$ cat config.mk
export PLATFORM = sky130hd
export DESIGN_NAME = axi_rd_arbiter
export DESIGN_NICKNAME = d
export VERILOG_FILES = /design/src/rtl/axi_arb_pkg.sv /design/src/rtl/rr_grant.sv /design/src/rtl/axi_rd_arbiter.sv
export SDC_FILE = /design/constraint.sdc
export NUM_CORES = 1
export LEC_CHECK = 0
export BUFFER_PORTS_ARGS = -buffer_cell sky130_fd_sc_hd__buf_4
export CAP_MARGIN = 20
export CORE_AREA = 2 2 127 129
export DETAILED_ROUTE_END_ITERATION = 10
export DIE_AREA = 0 0 129 131
export HOLD_SLACK_MARGIN = 0.1
export PLACE_DENSITY = 0.66
export SYNTH_ARGS = -nofsm -noshare
export SYNTH_HDL_FRONTEND = slang
export SYNTH_HIERARCHICAL = 1
export SYNTH_SLANG_ARGS = --single-unit
$ cat constraint.sdc
create_clock -name clk -period 7.55 [get_ports clk]
set_clock_uncertainty 0.15 [all_clocks]
set_input_delay 1.51 -clock clk [delete_from_list [all_inputs] [get_ports clk]]
set_output_delay 1.51 -clock clk [all_outputs]
set_load 0.05 [all_outputs]
$ cat src/rtl/axi_arb_pkg.sv
// Shared state encoding and AXI constants for the SDRAM read-port arbiter.
package axi_arb_pkg;

    typedef enum logic [1:0] {
        IDLE,
        ADDR,
        DATA
    } arb_state_e;

    localparam logic [1:0] AXI_BURST_INCR = 2'b01;
    localparam logic [1:0] RESP_OKAY      = 2'b00;
    localparam logic [1:0] RESP_SLVERR    = 2'b10;

endpackage

$ cat src/rtl/rr_grant.sv
// Combinational round-robin picker: first requester at or after the pointer wins.
module rr_grant #(
    parameter int NUM_REQ = 2,
    localparam int IDX_W  = $clog2(NUM_REQ)
) (
    input  logic [NUM_REQ-1:0] i_req,
    input  logic [IDX_W-1:0]   i_rrPtr,
    output logic [NUM_REQ-1:0] o_grant,
    output logic [IDX_W-1:0]   o_grantIdx,
    output logic               o_anyReq
);

    logic [NUM_REQ-1:0] w_reqRot;
    logic [IDX_W:0]     w_sum;
    logic               w_found;

    // Rotating the request vector puts the pointer position at bit 0, so a plain priority scan suffices.
    assign w_reqRot = NUM_REQ'({i_req, i_req} >> i_rrPtr);
    assign o_anyReq = |i_req;

    always_comb begin
        w_found    = 1'b0;
        w_sum      = '0;
        o_grantIdx = '0;
        o_grant    = '0;
        for (int i = 0; i < NUM_REQ; i++) begin
            if (!w_found && w_reqRot[i]) begin
                w_found = 1'b1;
                w_sum   = {1'b0, i_rrPtr} + (IDX_W+1)'(i);
                if (w_sum >= (IDX_W+1)'(NUM_REQ)) begin
                    w_sum = w_sum - (IDX_W+1)'(NUM_REQ);
                end
                o_grantIdx = w_sum[IDX_W-1:0];
            end
        end
        if (w_found) begin
            o_grant = NUM_REQ'(1) << o_grantIdx;
        end
    end

endmodule

$ cat src/rtl/axi_rd_arbiter.sv
// Round-robin arbiter sharing one AXI4 read port among NUM_REQ masters.
// One burst in flight; AR is registered, R beats are routed combinationally to the granted master.
module axi_rd_arbiter #(
    parameter int NUM_REQ    = 2,
    parameter int ADDR_WIDTH = 28,
    parameter int DATA_WIDTH = 64,
    parameter int ID_WIDTH   = 4
) (
    input  logic                          clk,
    input  logic                          rst,
    input  logic [NUM_REQ*ID_WIDTH-1:0]   s_arid,
    input  logic [NUM_REQ*ADDR_WIDTH-1:0] s_araddr,
    input  logic [NUM_REQ*8-1:0]          s_arlen,
    input  logic [NUM_REQ*3-1:0]          s_arsize,
    input  logic [NUM_REQ*2-1:0]          s_arburst,
    input  logic [NUM_REQ-1:0]            s_arvalid,
    output logic [NUM_REQ-1:0]            s_arready,
    output logic [ID_WIDTH-1:0]           s_rid,
    output logic [DATA_WIDTH-1:0]         s_rdata,
    output logic [1:0]                    s_rresp,
    output logic                          s_rlast,
    output logic [NUM_REQ-1:0]            s_rvalid,
    input  logic [NUM_REQ-1:0]            s_rready,
    output logic [ID_WIDTH-1:0]           m_axi_arid,
    output logic [ADDR_WIDTH-1:0]         m_axi_araddr,
    output logic [7:0]                    m_axi_arlen,
    output logic [2:0]                    m_axi_arsize,
    output logic [1:0]                    m_axi_arburst,
    output logic                          m_axi_arvalid,
    input  logic                          m_axi_arready,
    input  logic [ID_WIDTH-1:0]           m_axi_rid,
    input  logic [DATA_WIDTH-1:0]         m_axi_rdata,
    input  logic [1:0]                    m_axi_rresp,
    input  logic                          m_axi_rlast,
    input  logic                          m_axi_rvalid,
    output logic                          m_axi_rready,
    output logic [$clog2(NUM_REQ)-1:0]    grant_idx,
    output logic                          busy,
    output logic                          id_err,
    output logic [31:0]                   beat_count
);

    import axi_arb_pkg::*;

    localparam int IDX_W = $clog2(NUM_REQ);

    arb_state_e            r_state;
    arb_state_e            w_nextState;
    logic [IDX_W-1:0]      r_rrPtr;
    logic [IDX_W-1:0]      r_grantIdx;
    logic [ID_WIDTH-1:0]   r_arId;
    logic [ADDR_WIDTH-1:0] r_arAddr;
    logic [7:0]            r_arLen;
    logic [2:0]            r_arSize;
    logic [1:0]            r_arBurst;
    logic                  r_idErr;
    logic [31:0]           r_beatCount;

    logic [ID_WIDTH-1:0]   w_arId    [NUM_REQ];
    logic [ADDR_WIDTH-1:0] w_arAddr  [NUM_REQ];
    logic [7:0]            w_arLen   [NUM_REQ];
    logic [2:0]            w_arSize  [NUM_REQ];
    logic [1:0]            w_arBurst [NUM_REQ];

    logic [NUM_REQ-1:0]    w_grant;
    logic [IDX_W-1:0]      w_winIdx;
    logic                  w_anyReq;
    logic                  w_take;
    logic                  w_rreadySel;
    logic                  w_beat;

    always_comb begin
        for (int i = 0; i < NUM_REQ; i++) begin
            w_arId[i]    = s_arid[i*ID_WIDTH +: ID_WIDTH];
            w_arAddr[i]  = s_araddr[i*ADDR_WIDTH +: ADDR_WIDTH];
            w_arLen[i]   = s_arlen[i*8 +: 8];
            w_arSize[i]  = s_arsize[i*3 +: 3];
            w_arBurst[i] = s_arburst[i*2 +: 2];
        end
    end

    rr_grant #(
        .NUM_REQ (NUM_REQ)
    ) u_rrGrant (
        .i_req      (s_arvalid),
        .i_rrPtr    (r_rrPtr),
        .o_grant    (w_grant),
        .o_grantIdx (w_winIdx),
        .o_anyReq   (w_anyReq)
    );

    assign w_take      = (r_state == IDLE) && w_anyReq;
    assign w_rreadySel = s_rready[r_grantIdx];
    assign w_beat      = (r_state == DATA) && m_axi_rvalid && w_rreadySel;

    always_ff @(posedge clk or posedge rst) begin
        if (rst) begin
            r_state <= IDLE;
        end else begin
            r_state <= w_nextState;
        end
    end

    // s_arready is gated by rst so a held request cannot leak a handshake while reset is asserted.
    always_comb begin
        w_nextState   = r_state;
        s_arready     = '0;
        m_axi_arvalid = 1'b0;
        m_axi_rready  = 1'b0;
        s_rvalid      = '0;
        case (r_state)
            IDLE: begin
                if (!rst) begin
                    s_arready = w_grant;
                end
                if (w_anyReq) begin
                    w_nextState = ADDR;
                end
            end
            ADDR: begin
                m_axi_arvalid = 1'b1;
                if (m_axi_arready) begin
                    w_nextState = DATA;
                end
            end
            DATA: begin
                m_axi_rready = w_rreadySel;
                if (m_axi_rvalid) begin
                    s_rvalid = NUM_REQ'(1) << r_grantIdx;
                end
                if (w_beat && m_axi_rlast) begin
                    w_nextState = IDLE;
                end
            end
            default: begin
                w_nextState = IDLE;
            end
        endcase
    end

    always_ff @(posedge clk or posedge rst) begin
        if (rst) begin
            r_rrPtr     <= '0;
            r_grantIdx  <= '0;
            r_arId      <= '0;
            r_arAddr    <= '0;
            r_arLen     <= '0;
            r_arSize    <= '0;
            r_arBurst   <= '0;
            r_idErr     <= 1'b0;
            r_beatCount <= '0;
        end else begin
            if (w_take) begin
                r_grantIdx <= w_winIdx;
                r_arId     <= w_arId[w_winIdx];
                r_arAddr   <= w_arAddr[w_winIdx];
                r_arLen    <= w_arLen[w_winIdx];
                r_arSize   <= w_arSize[w_winIdx];
                r_arBurst  <= w_arBurst[w_winIdx];
            end
            if (w_beat) begin
                r_beatCount <= r_beatCount + 32'd1;
                if (m_axi_rid != r_arId) begin
                    r_idErr <= 1'b1;
                end
                // The pointer moves only when a burst retires, which is what bounds the wait to NUM_REQ bursts.
                if (m_axi_rlast) begin
                    r_rrPtr <= (r_grantIdx == IDX_W'(NUM_REQ-1)) ? '0 : r_grantIdx + 1'b1;
                end
            end
        end
    end

    assign m_axi_arid    = r_arId;
    assign m_axi_araddr  = r_arAddr;
    assign m_axi_arlen   = r_arLen;
    assign m_axi_arsize  = r_arSize;
    assign m_axi_arburst = r_arBurst;

    assign s_rid   = m_axi_rid;
    assign s_rdata = m_axi_rdata;
    assign s_rresp = m_axi_rresp;
    assign s_rlast = m_axi_rlast;

    assign grant_idx  = r_grantIdx;
    assign busy       = (r_state != IDLE);
    assign id_err     = r_idErr;
    assign beat_count = r_beatCount;

endmodule

* After elaboration in Yosys (flattened, before gate mapping)
Cells that the tools add are included.
** Cells by class
- Add/subtract/negate cells :: 5
- Order comparisons :: 4
- Equal/unequal tests :: 6
- Shift-type cells :: 3
- Multiplexer cells :: 35
- Bitwise logic cells :: 1
- Reduce and logical (&&, ||, !) cells :: 12
** Operator list (count)
- 2-to-1 mux 28 bit :: 3
- adder 32 x 1 -> 32 bit, second input constant :: 1
- 2-to-1 mux 8 bit :: 3
- 2-to-1 mux 2 bit :: 11
- 2-to-1 mux 4 bit :: 3
- 2-to-1 mux 1 bit :: 11
- 2-to-1 mux 3 bit :: 3
- case mux 2 bit (3 select lines) :: 1
- logical AND 1 bit :: 5
- greater-or-equal comparator 2 bit, second input constant :: 2
- inequality test 2 bit, second input constant :: 2
- inequality test 4 bit :: 1
- AND reduction 2 bit :: 2
- << shifter 1 x 1 -> 2 bit, first input constant :: 2
- >> shifter 4 x 1 -> 2 bit :: 1
- AND reduction 3 bit :: 1
- adder 1 x 1 -> 2 bit, second input constant :: 1
- equality test 2 x 1 -> 1 bit, second input constant :: 1
- equality test 2 bit, second input constant :: 1
- greater-or-equal comparator 1 x 2 -> 1 bit, second input constant :: 1
- logical NOT 2 bit :: 1
- less-than comparator 1 x 2 -> 1 bit, second input constant :: 1
- inequality test 2 x 1 -> 1 bit, second input constant :: 1
- inverter 1 -> 2 bit :: 1
- 5 further kinds :: 6
** Storage, ports and cells
- Register bits after elaboration :: 82
- Bits of input ports :: 169
- Output and inout bits :: 157
- Logic and storage cells :: 76

* Depth between registers and ports, before layout
- Word-level depth :: 9
- Mapped depth :: 7
- Mapped depth without buffers :: 5

* Modules after synthesis
The synthesis kept the hierarchy.
** Modules (own cells, without submodules)
- axi_rd_arbiter :: times used 1, cells each 432, area an instance 4398.0 sq um, sequential area each 2052.0 sq um
- rr_grant :: times used 1, cells each 5, area an instance 32.5 sq um, sequential area each 0.0 sq um

* Worst setup path after synthesis
No wires, ideal clock.
- Path type :: input to output
- Start :: in m_axi_rvalid
- End :: out s_rvalid[0]
- Arrival :: 2247 ps
- Data required time :: 5890 ps
- Setup slack :: 3643 ps
- Cell stages on the path :: 2
- Path buffers :: 0
- Path through :: nand3b_1 -> nor2_1
** Between the ends
- Cells in the longest elaborated chain, start to end :: 2
** Ends and longest elaborated chain
- start, declared :: line axi_rd_arbiter.sv:35 : input logic m_axi_rvalid,
- 2-to-1 mux 2 bit :: line axi_rd_arbiter.sv:128 : if (m_axi_rvalid) begin
- 2-to-1 mux 2 bit :: line axi_rd_arbiter.sv:111 : case (r_state)
- end, declared :: line axi_rd_arbiter.sv:22 : output logic [NUM_REQ-1:0] s_rvalid,
No other way between the ends.

* Worst setup path after layout
- Start :: in s_rready[1]
- End :: out m_axi_rready
** Between the ends
- Cells in the longest elaborated chain, start to end :: 3
** Ends and longest elaborated chain
- start, declared :: line axi_rd_arbiter.sv:23 : input logic [NUM_REQ-1:0] s_rready,
- 2-to-1 mux 1 bit (not written as such) (2 in series) :: line axi_rd_arbiter.sv:93 : assign w_rreadySel = s_rready[r_grantIdx];
- 2-to-1 mux 1 bit :: line axi_rd_arbiter.sv:111
- end, declared :: line axi_rd_arbiter.sv:36 : output logic m_axi_rready,
No other way between the ends. The select of a mux whose other input is x is not followed.

==> results.cfg <==
[cts]
ctsHoldBuffers = 0
numCtsBuffers = 9
h-tree-depth = 3
cts_resized = 0
cts_root_buf = clkbuf_16
clock_path_buffers = 2
cts_tree = done
cts_setup_buffers = 0
clk_latency_ns = 0.34
cts_sinks = 82
path_clk_slew_ns = 0.06

[routing]
drc_errors = 0
wl_per_cell_um = 14.6
antenna_left = 0
drtIter0Drc = 100
wirelength_um = 11400
drt_first_pass_iters = 4
vias_per_cell = 4.44
via_count = 3456

[logic_synthesis]
synth.most_common_cell = dfrtp_1
ys_types = 37
synth-simple-area-share_pct = 14.7
avgSynthCellArea_um2 = 10.1
synthTopCellsByCount = 82 x dfrtp_1, 71 x buf_4, 51 x nor2_1, 47 x mux2i_1, 45 x a21oi_1
synth_nets = 607
yosysTopAreaCell = dfrtp_1
synth_top_family_by_area = simple AND/OR/NAND/NOR gates
ys_seq_area_share_pct = 46.3
synth_ff_type = dfrtp_1
synth_fa_ha_area_share_pct = 0.282
synth_edf_count = 0
synthMuxAreaShare_pct = 11.4
async_reset_ff_share_pct = 100
syn_inst = 437
synth_top_area_share_pct = 46.3
synth-xor-area-share_pct = 6.92
synth-compound-area-share_pct = 6.13
yosys-top-cells-area = dfrtp_1 46%, buf_4 12%, mux2i_1 11%
yosysWarningCount = 6
syn_area_um2 = 4430
synth_seq_cells = 82

[floorplanning]
core_area_um2 = 15600
die_area_um2 = 16900
core.rowCount = 46
dieWidth_um = 129
chipHeight_um = 131
initial_core_util_pct = 28.4
ios = 326

[final_layout]
postLayoutCoreUtil_pct = 37.9
antenna_cells = 0
regArea_um2 = 2050
nets = 727
area_growth_pct = 33.4
fin_cells = 778
fillers = 1554
drive_gt1_share_pct = 40.6
multiInputGateArea_um2 = 1770

[worst_setup_path]
path_cells = buf_4, mux2_2, nand2_1, inv_1, buf_4
max_stage_delay_ns = 0.29
cp_num_buf_inv = 3
required_ns = 5.89
worstPathArrival_ns = 2.25
cp_common_cell = buf_4
path_class = in -> out
crit_fanout = 3
cpLargestDelayFamily = buffers and inverters
startpoint_type = input pin
critPathSlowestCell = mux2_2
endpoint_kind = output port

[timing]
finalMaxSlewViolations = 0
rsz0062_at_grt = no
setup_viol = 0
fmax_mhz = 255
relSlewSlack_pct = 28.8
worst_pin_slew_ns = 1.06
fin_tns_setup_ns = 0
fin_crit_sh_pct = 51.9
finalHoldViolations = 0
fin_crit_ns = 3.91

[global_routing]
track_usage_pct = 12.9
antenna_found_initial = 0
grt_pass1_vias = 3342
grt_pass1_wl_um = 16900
grt_max_degree = 93
grt.overflow.total = 0

[place]
dp_hpwl_um = 8800
gp_congestion = 0.743
port_buffers = 193
numPlacedInstances = 761

[power_and_ir_drop]
cellPowerDensity_nw_per_um2 = 380
vdd_drop_max_v = 0.000240
p_leak_uw = 0.00289
total_power_uw = 2250

[run_status]
status = completed

[min_path]
hp-class = reg -> reg

[job]
maxCapViolations = 0
## cell families (layout without fill, tap and decap cells)
family,count (synthesis),after routing
xor+xnor,35,35
flops,82,82
simple gates,121,121
mux,50,50
fa+ha+maj,1,1
compound gates,51,51
buf+inv,97,222
## layout make-up
cell class | instances | share of cell area, %
repair buffers | 197 | 25.2
clock buffers | 12 | 4.34
well taps | 216 | 4.57
inverters | 9 | 0.593
multi-input cells | 258 | 29.9
clock inverters | 4 | 0.572
flip-flops and latches | 82 | 34.7
## flip-flops by register name, indices dropped and copies added (netlist names)
register,flops
beat_count,32
grant_idx,1
id_err,1
m_axi_araddr,28
m_axi_arburst,2
m_axi_arid,4
m_axi_arlen,8
m_axi_arsize,3
r_rrPtr,1
r_state,2
## cell usage in the layout, fill, tap and decap left out, drive strengths merged, types with 2 or more instances in the layout
cell type | Yosys | final
a21boi | 3 | 3
a21o | 2 | 2
a21oi | 45 | 45
and2 | 4 | 4
and3 | 9 | 9
and4 | 2 | 2
buf | 86 | 197
clkbuf | 2 | 12
clkinv | 0 | 3
dfrtp | 82 | 82
inv | 9 | 9
mux2 | 3 | 3
mux2i | 47 | 47
nand2 | 8 | 8
nand3 | 12 | 12
nand4 | 13 | 13
nor2 | 51 | 51
nor2b | 2 | 2
nor3 | 4 | 4
nor4 | 7 | 7
or2 | 3 | 3
or4 | 2 | 2
xnor2 | 23 | 23
xor2 | 12 | 12
## report_power, final
part / leakage, uW / internal, uW / switching, uW
registers: 0.000983 / 581 / 103
logic: 0.00177 / 356 / 787
clock network: 0.000139 / 243 / 178
total: 0.00289 / 1180 / 1070
## routing by layer
layer  wire [um]  track usage [%]
met3         914             3.95
met2        5770             22.1
met5           0                0
met1        4260             14.1
met4         405             8.06
## stage by stage
step / area, um^2 / worst slack [ns] / hold slack, ns
finish: 5910 / 3.64 / 0.311
CTS: 5890 / 3.62 / 0.314
global placement: 5600 / 3.68 / 0.293
detailed placement: 5600 / 3.63 / 0.300
global route: 5910 / 3.57 / 0.336
floorplan: 4430 / 3.64 / 0.361
## final timing paths
| kind | startpoint | depth (start not counted) | end | slack, ns |
|---|---|---|---|---|
| setup / recovery | s_rready[1] | 5 | m_axi_rready | 3.64 |
| hold / removal | id_err | 1 | id_err | 0.31 |
| setup reg to reg | beat_count[0] | 5 | beat_count[26] | 5.18 |
| hold reg to reg | id_err | 1 | id_err | 0.31 |
| max in group asynchronous | rst | 4 | m_axi_araddr[13] | 5.48 |
| min in group asynchronous | rst | 3 | beat_count[3] | 1.15 |
No activity file was read; power rests on OpenSTA's default activity.
